[config.mk]
export PLATFORM = sky130hd
export DESIGN_NAME = pcie_wb_sequencer_flat
export DESIGN_NICKNAME = d
export VERILOG_FILES = /design/src/rtl/pcie_wb_sequencer_if.sv /design/src/rtl/pcie_wb_sequencer.sv /design/src/flat_wrapper.sv
export SDC_FILE = /design/constraint.sdc
export NUM_CORES = 1
export LEC_CHECK = 0
export ABC_CLOCK_PERIOD_IN_PS = 3100
export BUFFER_PORTS_ARGS = -buffer_cell sky130_fd_sc_hd__buf_2
export CORE_MARGIN = 5
export CORE_UTILIZATION = 54
export DETAILED_ROUTE_END_ITERATION = 16
export GPL_TIMING_DRIVEN = 0
export PLACE_DENSITY = 0.8
export SYNTH_ARGS = -nofsm -noshare
export SYNTH_HDL_FRONTEND = slang
export SYNTH_SLANG_ARGS = --single-unit
[constraint.sdc]
create_clock -name clk -period 3.1 [get_ports clk]
set_input_delay 0.62 -clock clk [delete_from_list [all_inputs] [get_ports clk]]
set_output_delay 0.62 -clock clk [all_outputs]
set_load 0.05 [all_outputs]
[src/rtl/pcie_wb_sequencer_if.sv]
// Bus bundle for pcie_wb_sequencer: converter-side and target-side Wishbone master signals.
interface pcie_wb_sequencer_if #(
   parameter int WB_ADDRW = 16
);
   logic                c_stb_o;
   logic                c_we_o;
   logic [WB_ADDRW-1:0] c_adr_o;
   logic [31:0]         c_dat_o;
   logic                c_ack_i;
   logic [31:0]         c_dat_i;
   logic                t_stb_o;
   logic                t_we_o;
   logic [WB_ADDRW-1:0] t_adr_o;
   logic [31:0]         t_dat_o;
   logic                t_ack_i;
   logic [31:0]         t_dat_i;

   modport master (
      output c_stb_o, c_we_o, c_adr_o, c_dat_o, input c_ack_i, c_dat_i,
      output t_stb_o, t_we_o, t_adr_o, t_dat_o, input t_ack_i, t_dat_i
   );
   modport slave (
      input c_stb_o, c_we_o, c_adr_o, c_dat_o, output c_ack_i, c_dat_i,
      input t_stb_o, t_we_o, t_adr_o, t_dat_o, output t_ack_i, t_dat_i
   );
endinterface

[src/rtl/pcie_wb_sequencer.sv]
// Polls the PCIe/Wishbone converter, executes fetched requests on the target bus, posts read responses.
// Optional target-ack watchdog enabled by defining PCIE_WB_SEQ_TIMEOUT_EN.
module pcie_wb_sequencer #(
   parameter int                  WB_ADDRW      = 16,
   parameter logic [WB_ADDRW-1:0] CONV_BASE     = 16'h0000,
   parameter int                  POLL_INTERVAL = 64,
   parameter int                  TGT_TIMEOUT   = 1024,
   parameter logic [31:0]         ERR_DATA      = 32'hDEADBEEF
) (
   input  logic                clk,
   input  logic                rst,
   pcie_wb_sequencer_if.master bus,
   output logic                busy,
   output logic                tgt_timeout_err,
   output logic [15:0]         req_count
);
   localparam int PW = $clog2(POLL_INTERVAL + 1);

   typedef enum logic [3:0] {
      IDLE, POLL, RD_DATA, RD_CTRL, EXEC, CHK_FIFO, WR_RESP_DATA, WR_RESP_CTRL, DONE
   } state_t;

   state_t              state_q, state_n;
   logic [PW-1:0]       poll_q, poll_n;
   logic                c_stb_q, c_stb_n, c_we_q, c_we_n;
   logic [WB_ADDRW-1:0] c_adr_q, c_adr_n;
   logic [31:0]         c_dat_q, c_dat_n;
   logic                t_stb_q, t_stb_n, t_we_q, t_we_n;
   logic [WB_ADDRW-1:0] t_adr_q, t_adr_n;
   logic [31:0]         t_dat_q, t_dat_n;
   logic [31:0]         data_q, data_n, ctrl_q, ctrl_n, rdata_q, rdata_n;
   logic [15:0]         cnt_q, cnt_n;
   logic                is_read;

   function automatic logic [WB_ADDRW-1:0] conv_adr(input logic [1:0] idx);
      return CONV_BASE | WB_ADDRW'({idx, 2'b00});
   endfunction

   // Both type bits set executes as a write; only a pure read request returns data.
   assign is_read = ctrl_q[29] & ~ctrl_q[30];

`ifdef PCIE_WB_SEQ_TIMEOUT_EN
   localparam int WDW = $clog2(TGT_TIMEOUT + 1);
   logic [WDW-1:0] wd_q, wd_n;
   logic           err_q, err_n;

   always_ff @(posedge clk) begin
      if (rst) begin
         wd_q  <= '0;
         err_q <= 1'b0;
      end else begin
         wd_q  <= wd_n;
         err_q <= err_n;
      end
   end
   assign tgt_timeout_err = err_q;
`else
   assign tgt_timeout_err = 1'b0;
`endif

   always_ff @(posedge clk) begin
      if (rst) begin
         state_q <= IDLE;
         poll_q  <= PW'(POLL_INTERVAL);
         c_stb_q <= 1'b0;  c_we_q <= 1'b0;  c_adr_q <= '0;  c_dat_q <= '0;
         t_stb_q <= 1'b0;  t_we_q <= 1'b0;  t_adr_q <= '0;  t_dat_q <= '0;
         data_q  <= '0;    ctrl_q <= '0;    rdata_q <= '0;  cnt_q   <= '0;
      end else begin
         state_q <= state_n;
         poll_q  <= poll_n;
         c_stb_q <= c_stb_n;  c_we_q <= c_we_n;  c_adr_q <= c_adr_n;  c_dat_q <= c_dat_n;
         t_stb_q <= t_stb_n;  t_we_q <= t_we_n;  t_adr_q <= t_adr_n;  t_dat_q <= t_dat_n;
         data_q  <= data_n;   ctrl_q <= ctrl_n;  rdata_q <= rdata_n;  cnt_q   <= cnt_n;
      end
   end

   // Each bus state: first cycle (stb low) issues the access, the ack cycle drops stb and moves on.
   always_comb begin
      state_n = state_q;  poll_n = poll_q;
      c_stb_n = c_stb_q;  c_we_n = c_we_q;  c_adr_n = c_adr_q;  c_dat_n = c_dat_q;
      t_stb_n = t_stb_q;  t_we_n = t_we_q;  t_adr_n = t_adr_q;  t_dat_n = t_dat_q;
      data_n  = data_q;   ctrl_n = ctrl_q;  rdata_n = rdata_q;  cnt_n   = cnt_q;
`ifdef PCIE_WB_SEQ_TIMEOUT_EN
      wd_n  = wd_q;
      err_n = err_q;
`endif
      case (state_q)
         IDLE: begin
            if (poll_q == '0) state_n = POLL;
            else              poll_n  = poll_q - 1'b1;
         end
         POLL: begin
            if (!c_stb_q) begin
               c_stb_n = 1'b1;  c_we_n = 1'b0;  c_adr_n = conv_adr(2'd3);
            end else if (bus.c_ack_i) begin
               c_stb_n = 1'b0;
               if (bus.c_dat_i[1]) begin
                  state_n = RD_DATA;
               end else begin
                  state_n = IDLE;
                  poll_n  = PW'(POLL_INTERVAL);
               end
            end
         end
         RD_DATA: begin
            if (!c_stb_q) begin
               c_stb_n = 1'b1;  c_we_n = 1'b0;  c_adr_n = conv_adr(2'd0);
            end else if (bus.c_ack_i) begin
               c_stb_n = 1'b0;  data_n = bus.c_dat_i;  state_n = RD_CTRL;
            end
         end
         RD_CTRL: begin
            if (!c_stb_q) begin
               c_stb_n = 1'b1;  c_we_n = 1'b0;  c_adr_n = conv_adr(2'd1);
            end else if (bus.c_ack_i) begin
               c_stb_n = 1'b0;
               ctrl_n  = bus.c_dat_i;
               state_n = (bus.c_dat_i[30] | bus.c_dat_i[29]) ? EXEC : DONE;
            end
         end
         EXEC: begin
            if (!t_stb_q) begin
               t_stb_n = 1'b1;
               t_we_n  = ctrl_q[30];
               t_adr_n = ctrl_q[WB_ADDRW-1:0];
               t_dat_n = data_q;
`ifdef PCIE_WB_SEQ_TIMEOUT_EN
               wd_n    = WDW'(TGT_TIMEOUT - 1);
`endif
            end else if (bus.t_ack_i) begin
               t_stb_n = 1'b0;
               if (is_read) begin
                  rdata_n = bus.t_dat_i;  state_n = CHK_FIFO;
               end else begin
                  state_n = DONE;
               end
`ifdef PCIE_WB_SEQ_TIMEOUT_EN
            end else if (wd_q == '0) begin
               t_stb_n = 1'b0;
               err_n   = 1'b1;
               if (is_read) begin
                  rdata_n = ERR_DATA;  state_n = CHK_FIFO;
               end else begin
                  state_n = DONE;
               end
            end else begin
               wd_n = wd_q - 1'b1;
`endif
            end
         end
         CHK_FIFO: begin
            if (!c_stb_q) begin
               c_stb_n = 1'b1;  c_we_n = 1'b0;  c_adr_n = conv_adr(2'd3);
            end else if (bus.c_ack_i) begin
               c_stb_n = 1'b0;
               if (!bus.c_dat_i[4]) state_n = WR_RESP_DATA;
            end
         end
         WR_RESP_DATA: begin
            if (!c_stb_q) begin
               c_stb_n = 1'b1;  c_we_n = 1'b1;  c_adr_n = conv_adr(2'd0);  c_dat_n = rdata_q;
            end else if (bus.c_ack_i) begin
               c_stb_n = 1'b0;  state_n = WR_RESP_CTRL;
            end
         end
         WR_RESP_CTRL: begin
            if (!c_stb_q) begin
               c_stb_n = 1'b1;  c_we_n = 1'b1;  c_adr_n = conv_adr(2'd1);
               c_dat_n = {3'b100, ctrl_q[28:0]};
            end else if (bus.c_ack_i) begin
               c_stb_n = 1'b0;  state_n = DONE;
            end
         end
         DONE: begin
            cnt_n   = cnt_q + 16'd1;
            state_n = POLL;
         end
         default: state_n = IDLE;
      endcase
   end

   assign bus.c_stb_o = c_stb_q;
   assign bus.c_we_o  = c_we_q;
   assign bus.c_adr_o = c_adr_q;
   assign bus.c_dat_o = c_dat_q;
   assign bus.t_stb_o = t_stb_q;
   assign bus.t_we_o  = t_we_q;
   assign bus.t_adr_o = t_adr_q;
   assign bus.t_dat_o = t_dat_q;
   assign busy        = (state_q != IDLE);
   assign req_count   = cnt_q;

   logic unused_cfg;
   assign unused_cfg = ^{ctrl_q[31], ERR_DATA, TGT_TIMEOUT};
endmodule

[src/flat_wrapper.sv]
// flat-port wrapper written by rule: the top's interface ports become plain ports
module pcie_wb_sequencer_flat 
#(
   parameter int                  WB_ADDRW      = 16,
   parameter logic [WB_ADDRW-1:0] CONV_BASE     = 16'h0000,
   parameter int                  POLL_INTERVAL = 64,
   parameter int                  TGT_TIMEOUT   = 1024,
   parameter logic [31:0]         ERR_DATA      = 32'hDEADBEEF
)
  (clk, rst, busy, tgt_timeout_err, req_count, bus_c_stb_o, bus_c_we_o, bus_c_adr_o, bus_c_dat_o, bus_c_ack_i, bus_c_dat_i, bus_t_stb_o, bus_t_we_o, bus_t_adr_o, bus_t_dat_o, bus_t_ack_i, bus_t_dat_i);
  pcie_wb_sequencer_if #(.WB_ADDRW(WB_ADDRW)) bus_i ();
  input  logic clk;
  input  logic rst;
  output logic busy;
  output logic tgt_timeout_err;
  output logic [15:0] req_count;
  output wire logic [$bits(bus_i.c_stb_o)-1:0] bus_c_stb_o;
  output wire logic [$bits(bus_i.c_we_o)-1:0] bus_c_we_o;
  output wire logic [$bits(bus_i.c_adr_o)-1:0] bus_c_adr_o;
  output wire logic [$bits(bus_i.c_dat_o)-1:0] bus_c_dat_o;
  input wire logic [$bits(bus_i.c_ack_i)-1:0] bus_c_ack_i;
  input wire logic [$bits(bus_i.c_dat_i)-1:0] bus_c_dat_i;
  output wire logic [$bits(bus_i.t_stb_o)-1:0] bus_t_stb_o;
  output wire logic [$bits(bus_i.t_we_o)-1:0] bus_t_we_o;
  output wire logic [$bits(bus_i.t_adr_o)-1:0] bus_t_adr_o;
  output wire logic [$bits(bus_i.t_dat_o)-1:0] bus_t_dat_o;
  input wire logic [$bits(bus_i.t_ack_i)-1:0] bus_t_ack_i;
  input wire logic [$bits(bus_i.t_dat_i)-1:0] bus_t_dat_i;
  assign bus_c_stb_o = bus_i.c_stb_o;
  assign bus_c_we_o = bus_i.c_we_o;
  assign bus_c_adr_o = bus_i.c_adr_o;
  assign bus_c_dat_o = bus_i.c_dat_o;
  assign bus_i.c_ack_i = bus_c_ack_i;
  assign bus_i.c_dat_i = bus_c_dat_i;
  assign bus_t_stb_o = bus_i.t_stb_o;
  assign bus_t_we_o = bus_i.t_we_o;
  assign bus_t_adr_o = bus_i.t_adr_o;
  assign bus_t_dat_o = bus_i.t_dat_o;
  assign bus_i.t_ack_i = bus_t_ack_i;
  assign bus_i.t_dat_i = bus_t_dat_i;
  pcie_wb_sequencer #(.WB_ADDRW(WB_ADDRW), .CONV_BASE(CONV_BASE), .POLL_INTERVAL(POLL_INTERVAL), .TGT_TIMEOUT(TGT_TIMEOUT), .ERR_DATA(ERR_DATA)) u_core (.clk(clk), .rst(rst), .bus(bus_i), .busy(busy), .tgt_timeout_err(tgt_timeout_err), .req_count(req_count));
endmodule
Word-level counts from Yosys, hierarchy flattened
Cells that the tools add are included.
{"block": "word_totals", "reg_bits": 222, "output_inout_bits": 118}
{"block": "classes", "add_sub_neg": 2, "n_eq_ne": 33, "mux": 39, "bitwise": 4, "reduce_logical": 22}
{"operator": "4-bit two-way mux", "n": 18}
{"operator": "32-bit two-way mux", "n": 2}
{"operator": "32-bit one-hot mux with 2 select lines", "n": 1}
{"operator": "16-bit two-way mux", "n": 3}
{"operator": "16-bit one-hot mux with 3 select lines", "n": 1}
{"operator": "4-bit one-hot mux with 9 select lines", "n": 1}
{"operator": "2-bit != test, second input constant", "n": 17}
{"operator": "7-bit two-way mux", "n": 4}
{"operator": "16-bit by 1-bit adder with 16-bit output, second input constant", "n": 1}
{"operator": "4-bit by 3-bit equality test with 1-bit output, second input constant", "n": 4}
{"operator": "2-bit by 1-bit != test with 1-bit output, second input constant", "n": 8}
{"operator": "16-bit AND reduction", "n": 1}
{"operator": "7-bit one-hot mux with 2 select lines", "n": 1}
{"operator": "3-bit AND reduction", "n": 4}
{"operator": "4-bit by 2-bit equality test with 1-bit output, second input constant", "n": 2}
{"operator": "4-bit AND reduction", "n": 2}
{"operator": "2-bit OR reduction", "n": 4}
{"operator": "7-bit logical NOT", "n": 1}
{"operator": "7-bit by 1-bit subtractor with 7-bit output, second input constant", "n": 1}
{"operator": "1-bit two-way mux", "n": 6}
{"operator": "2-bit nonzero test", "n": 3}
{"operator": "6-bit OR reduction", "n": 1}
{"operator": "5-bit AND reduction", "n": 1}
{"operator": "4-bit by 1-bit equality test with 1-bit output, second input constant", "n": 1}
{"operator": "11 further kinds", "n": 12}

Longest topological paths before layout
Gate-level depths: netlist of the first run.
{"block": "logic_depth", "depth_word": 6, "depth_mapped": 8, "mapped_depth_nobuf": 6}

Worst setup path before layout of the first run
OpenSTA, ideal clock, no wires.
{"block": "synth_timing", "path_kind": "register to register", "start": "reg u_core.cnt_q[3] (netlist: u_core.req_count[3])", "end": "reg u_core.cnt_q[15] (netlist: u_core.req_count[15])", "setup_ns": 0.070, "t_arrival_ns": 2.125, "setup_slack_ns": 0.904, "stages_incl_launch_ff": 6, "path_buffers": 1, "cell_sequence": "dfxtp_1 -> nand4_1 -> or3_1 -> buf_1 -> or4_1 -> a21oi_1"}
{"block": "synth_via", "elab_chain_cells": 1}
{"item": "from (decl)", "line_no": "pcie_wb_sequencer.sv:32", "text": "logic [15:0] cnt_q, cnt_n;"}
{"item": "from (signal assigned)", "line_no": "pcie_wb_sequencer.sv:73", "text": "data_q <= data_n; ctrl_q <= ctrl_n; rdata_q <= rdata_n; cnt_q <= cnt_n;"}
{"item": "16-bit by 1-bit adder with 16-bit output", "line_no": "pcie_wb_sequencer.sv:175", "text": "cnt_n = cnt_q + 16'd1;"}
No other way between the ends.
A chain may end at the register's enable or synchronous reset.

Worst setup path after layout of the first run
{"block": "layout_timing", "start": "reg u_core.state_q[1]", "end": "out busy"}
{"block": "layout_via", "elab_chain_cells": 1}
{"item": "from (decl)", "line_no": "pcie_wb_sequencer.sv:23", "text": "state_t state_q, state_n;"}
{"item": "from (signal assigned)", "line_no": "pcie_wb_sequencer.sv:69", "text": "state_q <= state_n;"}
{"item": "4-bit nonzero test", "line_no": "pcie_wb_sequencer.sv:190", "text": "assign busy = (state_q != IDLE);"}
{"item": "to (decl)", "line_no": "flat_wrapper.sv:14", "text": "output logic busy;"}
No other way between the ends.

==> results of run 1 <==
-- sequential cells by signal, indices dropped and copies added (netlist names) --
| register | cells |
|---|---|
| u_core.bus.c_adr_o | 2 |
| u_core.bus.c_dat_o | 32 |
| u_core.bus.c_stb_o | 1 |
| u_core.bus.c_we_o | 1 |
| u_core.bus.t_adr_o | 16 |
| u_core.bus.t_dat_o | 32 |
| u_core.bus.t_stb_o | 1 |
| u_core.bus.t_we_o | 1 |
| u_core.ctrl_q | 31 |
| u_core.data_q | 32 |
| u_core.poll_q | 7 |
| u_core.rdata_q | 32 |
| u_core.req_count | 16 |
| u_core.state_q | 4 |
-- where the power goes --
part | internal (W) | switching (W)
clock network | 0.00159 | 0.00104
registers | 0.00274 | 0.0000361
logic | 0.000237 | 0.000463
total | 0.00456 | 0.00154
-- cell families (layout without fill, tap and decap cells) --
logic type      Yosys count  after routing
buf+inv                 103            312
xor+xnor                 11             11
fa+ha+maj                 3              3
flops                   208            208
mux                      32             32
compound gates          223            223
simple gates            415            415
other cells               1             16
-- placed cells by master (no fill, tap or decap), types with 2 or more instances in the layout --
cell,Yosys,final
ha_1,3,3
xor2_1,3,3
bufinv_16,0,2
nand3_1,10,10
buf_1,5,5
nor4b_1,2,2
nor4_1,5,5
nor3_1,6,6
nor2b_1,4,4
nor2_1,50,50
or4_1,6,6
xnor2_1,8,8
mux2i_1,32,32
inv_1,11,11
a211oi_1,32,32
buf_4,15,15
a31oi_1,3,3
or3_1,6,6
conb_1,1,15
nand2_1,304,304
o21bai_1,2,2
clkbuf_1,65,75
a21oi_1,160,160
o31ai_1,6,6
nand2b_1,3,3
clkbuf_16,0,22
nand4_1,7,7
or4b_1,2,2
clkbuf_8,0,4
dfxtp_1,208,208
buf_2,5,174
o21ai_0,7,7
and2_1,3,3
-- metal layers --
| metal | track usage, % | up-vias | part of all wire (%) |
|---|---|---|---|
| met2 | 39.8 | 279 | 47 |
| met3 | 4.77 | 44 | 8.0 |
| met1 | 32.2 | 3521 | 43 |
| met5 | 0 | - | 0 |
| met4 | 7.01 | 0 | 2.5 |
| li1 | - | 3726 | - |
-- cells in the mapped netlist (all sizes together) (5+ instances only) --
cell	instances
nand2	304
a21oi	160
o21ai	7
nor4	5
inv	11
mux2i	32
nor2	50
clkbuf	66
or3	6
or4	6
nor3	6
buf	26
xnor2	8
a211oi	32
o31ai	6
nand3	10
dfxtp	208
nand4	7
-- worst max-delay path by stage --
stage                                           from                                   to  depth (start not counted)
floorplan           u_core.req_count[3]$_SDFFE_PP0P_    u_core.req_count[15]$_SDFFE_PP0P_                          5
global placement      u_core.state_q[2]$_SDFFE_PP0P_  u_core.bus.t_dat_o[22]$_SDFFE_PP0P_                          6
detailed placement                       bus_c_ack_i       u_core.data_q[27]$_SDFFE_PP0P_                          6
CTS                   u_core.state_q[1]$_SDFFE_PP0P_                                 busy                          4
global route          u_core.state_q[1]$_SDFFE_PP0P_                                 busy                          4
finish                u_core.state_q[1]$_SDFFE_PP0P_                                 busy                          4
-- worst max-delay path, stage by stage (launching register included) --
cell,delay [ns]
dfxtp_1,0.33
buf_1,0.22
nor4_1,0.76
inv_1,0.07
buf_2,0.24
-- cell type report --
class / count / share of cell area [%]
clock inverters: 4 / 0.844
clock buffers: 36 / 6.48
well taps: 184 / 2.32
inverters: 11 / 0.416
repair buffers: 169 / 8.52
plain buffers: 92 / 4.20
diodes: 1 / 0.0252
multi-input cells: 699 / 35.3
flip-flops and latches: 208 / 41.9
-- metrics by stage --
step / total power [W] / setup slack, ns / utilization [%]
after CTS: 0.00611 / 0.352 / 68.0
after global placement: 0.00351 / 0.599 / 63.1
final: 0.00609 / 0.367 / 68.1
after global routing: 0.00631 / 0.258 / 68.1
after floorplan: 0.00334 / 0.904 / -
after detailed placement: 0.00352 / 0.600 / 63.1
==> results.md, run 1 <==
- Yosys top cell by area: dfxtp_1
- Flip-flop and latch area: 0.00416 mm^2
- Vias per cell: 5.39
- Final wirelength: 22300 um
- FMAX: 366 MHz
- Post-synth EDFFs: 0
- Io pins: 186
- GP Congestion: 0.900
- Worst hold slack: 0.351 ns
- Antenna violations before repair: 1
- First-pass GRT wire length: 35500 um
- Clock transition at the registers of the reported paths: 0.06 ns
- Origin of the worst min-delay path: bus_t_dat_i[22]
- Iter 0 DRT Violations: 469
- DIE HEIGHT: 132 um
- Sequential area share after synthesis: 51.6%
- Vias: 7570
- Final instance area: 0.00993 mm^2
- Die W: 132 um
- Syn Inst Count: 996
- Top cells by area, synth: dfxtp_1, nand2_1, a21oi_1
- Worst Max-Slew Pin Slew: 1.25 ns
- Yosys warns: 0
- Total gr overflow: 0
- Yosys top cell area share: 51.6%
- Number of different library cells in the post-synthesis netlist: 52
- Crit Reg-Reg Endpoint: u_core.bus.t_dat_o[21]$_SDFFE_PP0P_
- Clock buffer depth: 3
- Tcrit/Tclk final: 88.2%
- Critical Path RT: 2.48 ns
- DP Area: 0.00920 mm^2
- Worst-Skew Late Latency: 0.50 ns
- Synth-to-Final Area Change: 23.0%
- Post-Synth Adder-Cell Area: 0.465%
- Crit Path Max Fanout: 10
- Worst Reg-to-Reg Cells: 6
- Core area: 0.0146 mm^2
- Vias in the first global route: 7118
- Synth Cell Area: 0.00807 mm^2
- Hold Fails Final Rpt: 0
- R2R Setup Slk: 0.53 ns
- Total GRT Usage: 24.1%
- Most common flop cell mapped by yosys: dfxtp_1
- Syn_area_per_cell: 8.10 um^2
- Row cnt: 44
- Routed len/inst: 15.9 um
- Cts bufs inserted: 22
- RSZ-0062 raised after global routing: no
- WHS Path Cells: 3
- Synth Area in XOR/XNOR: 1.19%
- NumNets Final: 1274
- Multi-input logic area: 0.00350 mm^2
- #FFs+latches synth: 208
- Post-CTS Setup Bufs: 0
- CTS Hold Buffers Added: 0
- Input/output buffers: 169
- CP arrival: 2.11 ns
- Post-synthesis compound-gate area fraction: 15.7%
- Leak: 3.96 nW
- Detail Placement HPWL: 16400 um
- Fin cells: 1404
- Placed cells: 1363
- Status: complete, no violations
- Fin Setup TNS: 0 ns
- Crit path kind: reg2out
- VDD IR max: 0.372 mV
- Asr flop ratio synth: 0%
- Clk sinks: 208
- Worst R2R Start: u_core.state_q[2]$_SDFFE_PP0P_
- Worst Hold Path EP: u_core.rdata_q[22]$_SDFFE_PP0P_
- Fin Clk Skew: 0.0153 ns
- Period minus WS final: 2.73 ns
- DRT Pass-1 Iters: 5
- H-tree depth: 1
- Max_slew headroom: 15.8%
- Largest net degree at the start of global routing: 14
- Max_cap viols: 0
- Cts repair resizes: 0
- Routed Antenna Nets: 0
- Setup crit end kind: output port
- Slew Viols, Final: 0
- PwrDens: 614 mW/mm^2
- Synth Area in Simple Gates: 21.4%
- Multiplexer share of the synthesized area: 3.97%
- Largest family of logic cells by synthesized area: simple AND/OR/NAND/NOR gates
- Worst setup SP type: flop
- Fill cells: 1257
- CTS tree: built
- Initial core utilization: 55.3%
- Die area: 0.0175 mm^2
- Hold/Removal Path Class: in2reg
- Setup violators final: 0
- Share of layout cells above drive strength 1: 18.3%
- Residual DRC: 0
- Clk root buf: clkbuf_16
Note: power is estimated with default switching activity, not from simulation.
==> run 2: changes to the inputs <==
- PLACE_DENSITY: 0.8 -> not set
- PLACE_DENSITY_LB_ADDON: not set -> 0.25
==> results.md, run 2 (synthesis results as in run 1) <==
- DP Area: 0.00920 mm^2 (unchanged)
- Crit Reg-Reg Endpoint: u_core.bus.t_dat_o[14]$_SDFFE_PP0P_ (was u_core.bus.t_dat_o[21]$_SDFFE_PP0P_)
- Post-CTS Setup Bufs: 0 (unchanged)
- Worst hold slack: 0.357 ns (was 0.351 ns)
- Setup violators final: 0 (unchanged)
- Final wirelength: 22600 um (was 22300 um)
- Die W: 132 um (unchanged)
- Share of layout cells above drive strength 1: 18.6% (was 18.3%)
- Worst Max-Slew Pin Slew: 1.21 ns (was 1.25 ns)
- Clk root buf: clkbuf_16 (unchanged)
- Critical Path RT: 2.48 ns (about the same)
- Final instance area: 0.00989 mm^2 (was 0.00993 mm^2)
- First-pass GRT wire length: 36000 um (was 35500 um)
- Crit Path Max Fanout: 10 (unchanged)
- Die area: 0.0175 mm^2 (unchanged)
- Worst Hold Path EP: u_core.rdata_q[23]$_SDFFE_PP0P_ (was u_core.rdata_q[22]$_SDFFE_PP0P_)
- Slowest CP cell: nor4_1 (unchanged)
- Most frequent cells in the layout: nand2_1, dfxtp_1, buf_2 (unchanged)
- Fin Setup TNS: 0 ns (unchanged)
- Largest net degree at the start of global routing: 14 (unchanged)
- Max_slew headroom: 18.7% (was 15.8%)
- Routed Antenna Nets: 0 (unchanged)
- Clk sinks: 208 (unchanged)
- Tcrit/Tclk final: 90.1% (was 88.2%)
- CP bufs+invs: 3 (unchanged)
- Fin cells: 1401 (was 1404)
- Setup crit end kind: output port (unchanged)
- Hold Fails Final Rpt: 0 (unchanged)
- Input/output buffers: 169 (unchanged)
- Vias per cell: 5.40 (was 5.39)
- Top cell family by delay on the critical path: simple AND/OR/NAND/NOR gates (unchanged)
- Fin Clk Skew: 0.0185 ns (was 0.0153 ns)
- Vias: 7566 (was 7570)
- Row cnt: 44 (unchanged)
- Max_cap viols: 0 (unchanged)
- Period minus WS final: 2.79 ns (was 2.73 ns)
- Synth-to-Final Area Change: 22.6% (was 23.0%)
- Hold/Removal Path Class: in2reg (unchanged)
- Vias in the first global route: 7215 (was 7118)
- Worst R2R Start: u_core.state_q[2]$_SDFFE_PP0P_ (unchanged)
- Total gr overflow: 0 (unchanged)
- Status: complete, no violations (unchanged)
- VDD IR max: 0.408 mV (was 0.372 mV)
- CTS Hold Buffers Added: 0 (unchanged)
- CP arrival: 2.17 ns (was 2.11 ns)
- Residual DRC: 0 (unchanged)
- Detail Placement HPWL: 16200 um (was 16400 um)
- Leak: 3.96 nW (about the same)
- Clock buffer depth: 3 (unchanged)
- Most common cell after layout, fill and taps aside: nand2_1 (unchanged)
- R2R Setup Slk: 0.54 ns (was 0.53 ns)
- Placed cells: 1363 (unchanged)
- Cts bufs inserted: 22 (unchanged)
- Critical Path Max Stage Delay: 0.80 ns (was 0.76 ns)
- H-tree depth: 1 (unchanged)
- Slew Viols, Final: 0 (unchanged)
- Clock transition at the registers of the reported paths: 0.06 ns (about the same)
- DRT Pass-1 Iters: 5 (unchanged)
- Cells along the critical path: buf_1 > nor4_1 > inv_1 > buf_2 (unchanged)
- WHS Path Cells: 3 (unchanged)
- DIE HEIGHT: 132 um (unchanged)
- Total GRT Usage: 24.6% (was 24.1%)
- Iter 0 DRT Violations: 506 (was 469)
- Worst Reg-to-Reg Cells: 6 (unchanged)
- PwrDens: 606 mW/mm^2 (was 614 mW/mm^2)
- Crit path kind: reg2out (unchanged)
- Antenna violations before repair: 2 (was 1)
- Worst-Skew Late Latency: 0.50 ns (about the same)
- CTS tree: built (unchanged)
- NumNets Final: 1274 (unchanged)
- GP Congestion: 0.894 (was 0.900)
- RSZ-0062 raised after global routing: no (unchanged)
- Worst setup SP type: flop (unchanged)
- FMAX: 358 MHz (was 366 MHz)
- Origin of the worst min-delay path: bus_t_dat_i[23] (was bus_t_dat_i[22])
- Routed len/inst: 16.1 um (was 15.9 um)
- Initial core utilization: 55.3% (unchanged)
- Cts repair resizes: 0 (unchanged)
- Io pins: 186 (unchanged)
- Core area: 0.0146 mm^2 (unchanged)
## run 2: metal layers
layer | track usage (%) | up-vias | routed length (um)
met1 | 32.7 | 3515 | 9590
met3 | 5.34 | 33 | 1980
li1 | - | 3717 | -
met5 | 0 | - | 7
met2 | 40.5 | 299 | 10500
met4 | 7.07 | 2 | 462
## run 2: power by group
part           internal [W]  switching, W
Sequential          0.00274     0.0000375
Combinational      0.000237      0.000469
Clock               0.00148       0.00104
Total               0.00445       0.00154
## run 2: cell type report
cell class / count / area [um^2]
Fill cell: 1261 / 4690
Inverter: 11 / 41.3
Multi-Input combinational cell: 699 / 3500
Timing Repair Buffer: 169 / 846
Tap cell: 184 / 230
Sequential cell: 208 / 4160
Clock inverter: 7 / 71.3
Antenna cell: 1 / 2.50
Clock buffer: 30 / 621
Buffer: 92 / 417
## run 2: stage by stage
stage	util, %	power, W	setup WS, ns
2_1_floorplan	-	0.00334	0.904
3_3_place_gp	63.1	0.00352	0.627
3_5_place_dp	63.1	0.00352	0.624
4_1_cts	67.8	0.00602	0.318
5_1_grt	67.8	0.00620	0.171
6_report	67.8	0.00600	0.306
## run 2: tightest hold or removal path, cell delays in order
cell     delay, ns
buf_2         0.09
nand2_1       0.04
a21oi_1       0.05
## run 2: worst max-delay path by stage
stage | startpoint | to | slack, ns | cells after the start
2_1_floorplan | u_core.req_count[3]$_SDFFE_PP0P_ | u_core.req_count[15]$_SDFFE_PP0P_ | 0.90 | 5
4_1_cts | u_core.state_q[1]$_SDFFE_PP0P_ | busy | 0.32 | 4
3_3_place_gp | u_core.state_q[2]$_SDFFE_PP0P_ | u_core.bus.t_dat_o[14]$_SDFFE_PP0P_ | 0.63 | 6
3_5_place_dp | u_core.state_q[2]$_SDFFE_PP0P_ | u_core.bus.t_dat_o[30]$_SDFFE_PP0P_ | 0.62 | 6
6_report | u_core.state_q[1]$_SDFFE_PP0P_ | busy | 0.31 | 4
5_1_grt | u_core.state_q[1]$_SDFFE_PP0P_ | busy | 0.17 | 4
==> run 3: changes to the inputs <==
- CELL_PAD_IN_SITES_DETAIL_PLACEMENT: not set -> 0
- CELL_PAD_IN_SITES_GLOBAL_PLACEMENT: not set -> 1
- CORE_UTILIZATION: 54 -> 39
==> results.md, run 3 (synthesis results as in run 1) <==
- Fill cells: 2119 (was 1261)
- First-pass GRT wire length: 37300 um (was 36000 um)
- WHS Path Cells: 3 (unchanged)
- Setup crit end kind: output port (unchanged)
- Clk root buf: clkbuf_16 (unchanged)
- Clock buffer depth: 3 (unchanged)
- Vias per cell: 4.93 (was 5.40)
- Post-CTS Setup Bufs: 0 (unchanged)
- GR met2 Demand/Resource: 30.8% (was 40.5%)
- Grt peak-use layer: met2 (unchanged)
- Power, Total: 0.00612 W (was 0.00600 W)
- Final wirelength: 23900 um (was 22600 um)
- Vias in the first global route: 6921 (was 7215)
- Status: complete, no violations (unchanged)
- CTS Hold Buffers Added: 0 (unchanged)
- FMAX: 369 MHz (was 358 MHz)
- Fin Setup TNS: 0 ns (unchanged)
- Routed Antenna Nets: 0 (unchanged)
- R2R Setup Slk: 0.49 ns (was 0.54 ns)
- CTS tree: built (unchanged)
- Core area: 0.0203 mm^2 (was 0.0146 mm^2)
- Most common cell after layout, fill and taps aside: nand2_1 (unchanged)
- Crit path kind: reg2out (unchanged)
- Hold/Removal Path Class: in2reg (unchanged)
- Most frequent cells in the layout: nand2_1, dfxtp_1, buf_2 (unchanged)
- RSZ-0062 raised after global routing: no (unchanged)
- Setup violators final: 0 (unchanged)
- Row cnt: 52 (was 44)
- GR Util met1: 27.2% (was 32.7%)
- Vias: 7340 (was 7566)
- CP arrival: 2.09 ns (was 2.17 ns)
- Die W: 154 um (was 132 um)
- Leak: 3.98 nW (was 3.96 nW)
- Multi-input logic area: 0.00350 mm^2 (unchanged)
- Origin of the worst min-delay path: bus_t_dat_i[22] (was bus_t_dat_i[23])
- Initial core utilization: 39.8% (was 55.3%)
- VDD IR max: 0.423 mV (was 0.408 mV)
- Total gr overflow: 0 (unchanged)
- Synth-to-Final Area Change: 24.4% (was 22.6%)
- Slew Viols, Final: 0 (unchanged)
- Worst-Skew Late Latency: 0.50 ns (about the same)
- Total GRT Usage: 19.3% (was 24.6%)
- Worst Max-Slew Pin Slew: 1.26 ns (was 1.21 ns)
- PwrDens: 610 mW/mm^2 (was 606 mW/mm^2)
- Worst hold slack: 0.349 ns (was 0.357 ns)
- Io pins: 186 (unchanged)
- Antenna violations before repair: 1 (was 2)
- Period minus WS final: 2.71 ns (was 2.79 ns)
- Share of layout cells above drive strength 1: 18.8% (was 18.6%)
- Crit Reg-Reg Endpoint: u_core.bus.t_dat_o[14]$_SDFFE_PP0P_ (unchanged)
- Fin Clk Skew: 0.00980 ns (was 0.0185 ns)
- Clock transition at the registers of the reported paths: 0.06 ns (about the same)
- NumNets Final: 1274 (unchanged)
- Critical Path RT: 2.48 ns (about the same)
- Routed len/inst: 16.0 um (was 16.1 um)
- Cts bufs inserted: 22 (unchanged)
- Input/output buffers: 169 (unchanged)
- Cts repair resizes: 0 (unchanged)
- DIE HEIGHT: 154 um (was 132 um)
- Iter 0 DRT Violations: 391 (was 506)
- GP Congestion: 0.853 (was 0.894)
- Largest net degree at the start of global routing: 14 (unchanged)
- Worst Hold Path EP: u_core.rdata_q[22]$_SDFFE_PP0P_ (was u_core.rdata_q[23]$_SDFFE_PP0P_)
- Worst Reg-to-Reg Cells: 6 (unchanged)
- Hold Fails Final Rpt: 0 (unchanged)
- Met3 usage: 3.99% (was 5.34%)
- Clk sinks: 208 (unchanged)
- Worst setup SP type: flop (unchanged)
- Detail Placement HPWL: 17600 um (was 16200 um)
- Crit Path Max Fanout: 10 (unchanged)
- Die area: 0.0237 mm^2 (was 0.0175 mm^2)
- DRT Pass-1 Iters: 5 (unchanged)
- Worst R2R Start: u_core.state_q[2]$_SDFFE_PP0P_ (unchanged)
- Max_slew headroom: 15.0% (was 18.7%)
- Flip-flop and latch area: 0.00416 mm^2 (unchanged)
- Max_cap viols: 0 (unchanged)
- H-tree depth: 1 (unchanged)
- Tcrit/Tclk final: 87.5% (was 90.1%)
- Residual DRC: 0 (unchanged)
run 3: cell types whose count changed in the layout (fill, tap and decap cells not counted):
cell / change
diode_2: +1
bufinv_16: +1
clkbuf_1: -2
clkinv_2: +2
run 3: routing by layer:
| layer | wire length [um] | part of all wire [%] |
|---|---|---|
| met3 | 1670 | 7.0 |
| met5 | 0 | 0 |
| met1 | 11100 | 47 |
| met2 | 10700 | 45 |
| met4 | 362 | 1.5 |
run 3: per-stage QoR:
stage / worst slack [ns] / utilization (%) / area, um^2 / std cells
final: 0.389 / 49.4 / 10000 / 1489
after global routing: 0.118 / 49.4 / 10000 / 1488
after CTS: 0.350 / 49.4 / 10000 / 1487
after detailed placement: 0.453 / 45.9 / 9310 / 1449
after global placement: 0.459 / 45.9 / 9310 / 1449
after floorplan: 0.904 / - / 8120 / 1010
run 3: report_power, final:
group,switching [W],internal [W],leakage [nW]
combinational,0.000470,0.000237,1.94
clock,0.00108,0.00156,0.365
sequential,0.0000356,0.00274,1.68
run 3: cell type report:
| type | instances | area share, % |
|---|---|---|
| Clock buffer | 28 | 6.11 |
| Multi-Input combinational cell | 699 | 34.9 |
| Antenna cell | 2 | 0.0499 |
| Sequential cell | 208 | 41.5 |
| Inverter | 11 | 0.411 |
| Clock inverter | 10 | 1.11 |
| Timing Repair Buffer | 169 | 8.43 |
| Buffer | 92 | 4.15 |
| Tap cell | 270 | 3.37 |
run 3: critical path, stage by stage, from the launching register on:
cell	delay, ns
dfxtp_1	0.33
buf_1	0.24
nor4_1	0.71
inv_1	0.08
buf_2	0.23
run 3: worst max-delay path by stage:
stage	startpoint	endpoint	slack [ns]	cells past startpoint
global route	u_core.state_q[2]$_SDFFE_PP0P_	u_core.bus.t_dat_o[26]$_SDFFE_PP0P_	0.12	6
global placement	u_core.state_q[2]$_SDFFE_PP0P_	u_core.bus.t_dat_o[22]$_SDFFE_PP0P_	0.46	6
finish	u_core.state_q[1]$_SDFFE_PP0P_	busy	0.39	4
CTS	u_core.state_q[1]$_SDFFE_PP0P_	busy	0.35	4
floorplan	u_core.req_count[3]$_SDFFE_PP0P_	u_core.req_count[15]$_SDFFE_PP0P_	0.90	5
detailed placement	u_core.state_q[2]$_SDFFE_PP0P_	u_core.bus.t_dat_o[23]$_SDFFE_PP0P_	0.45	6
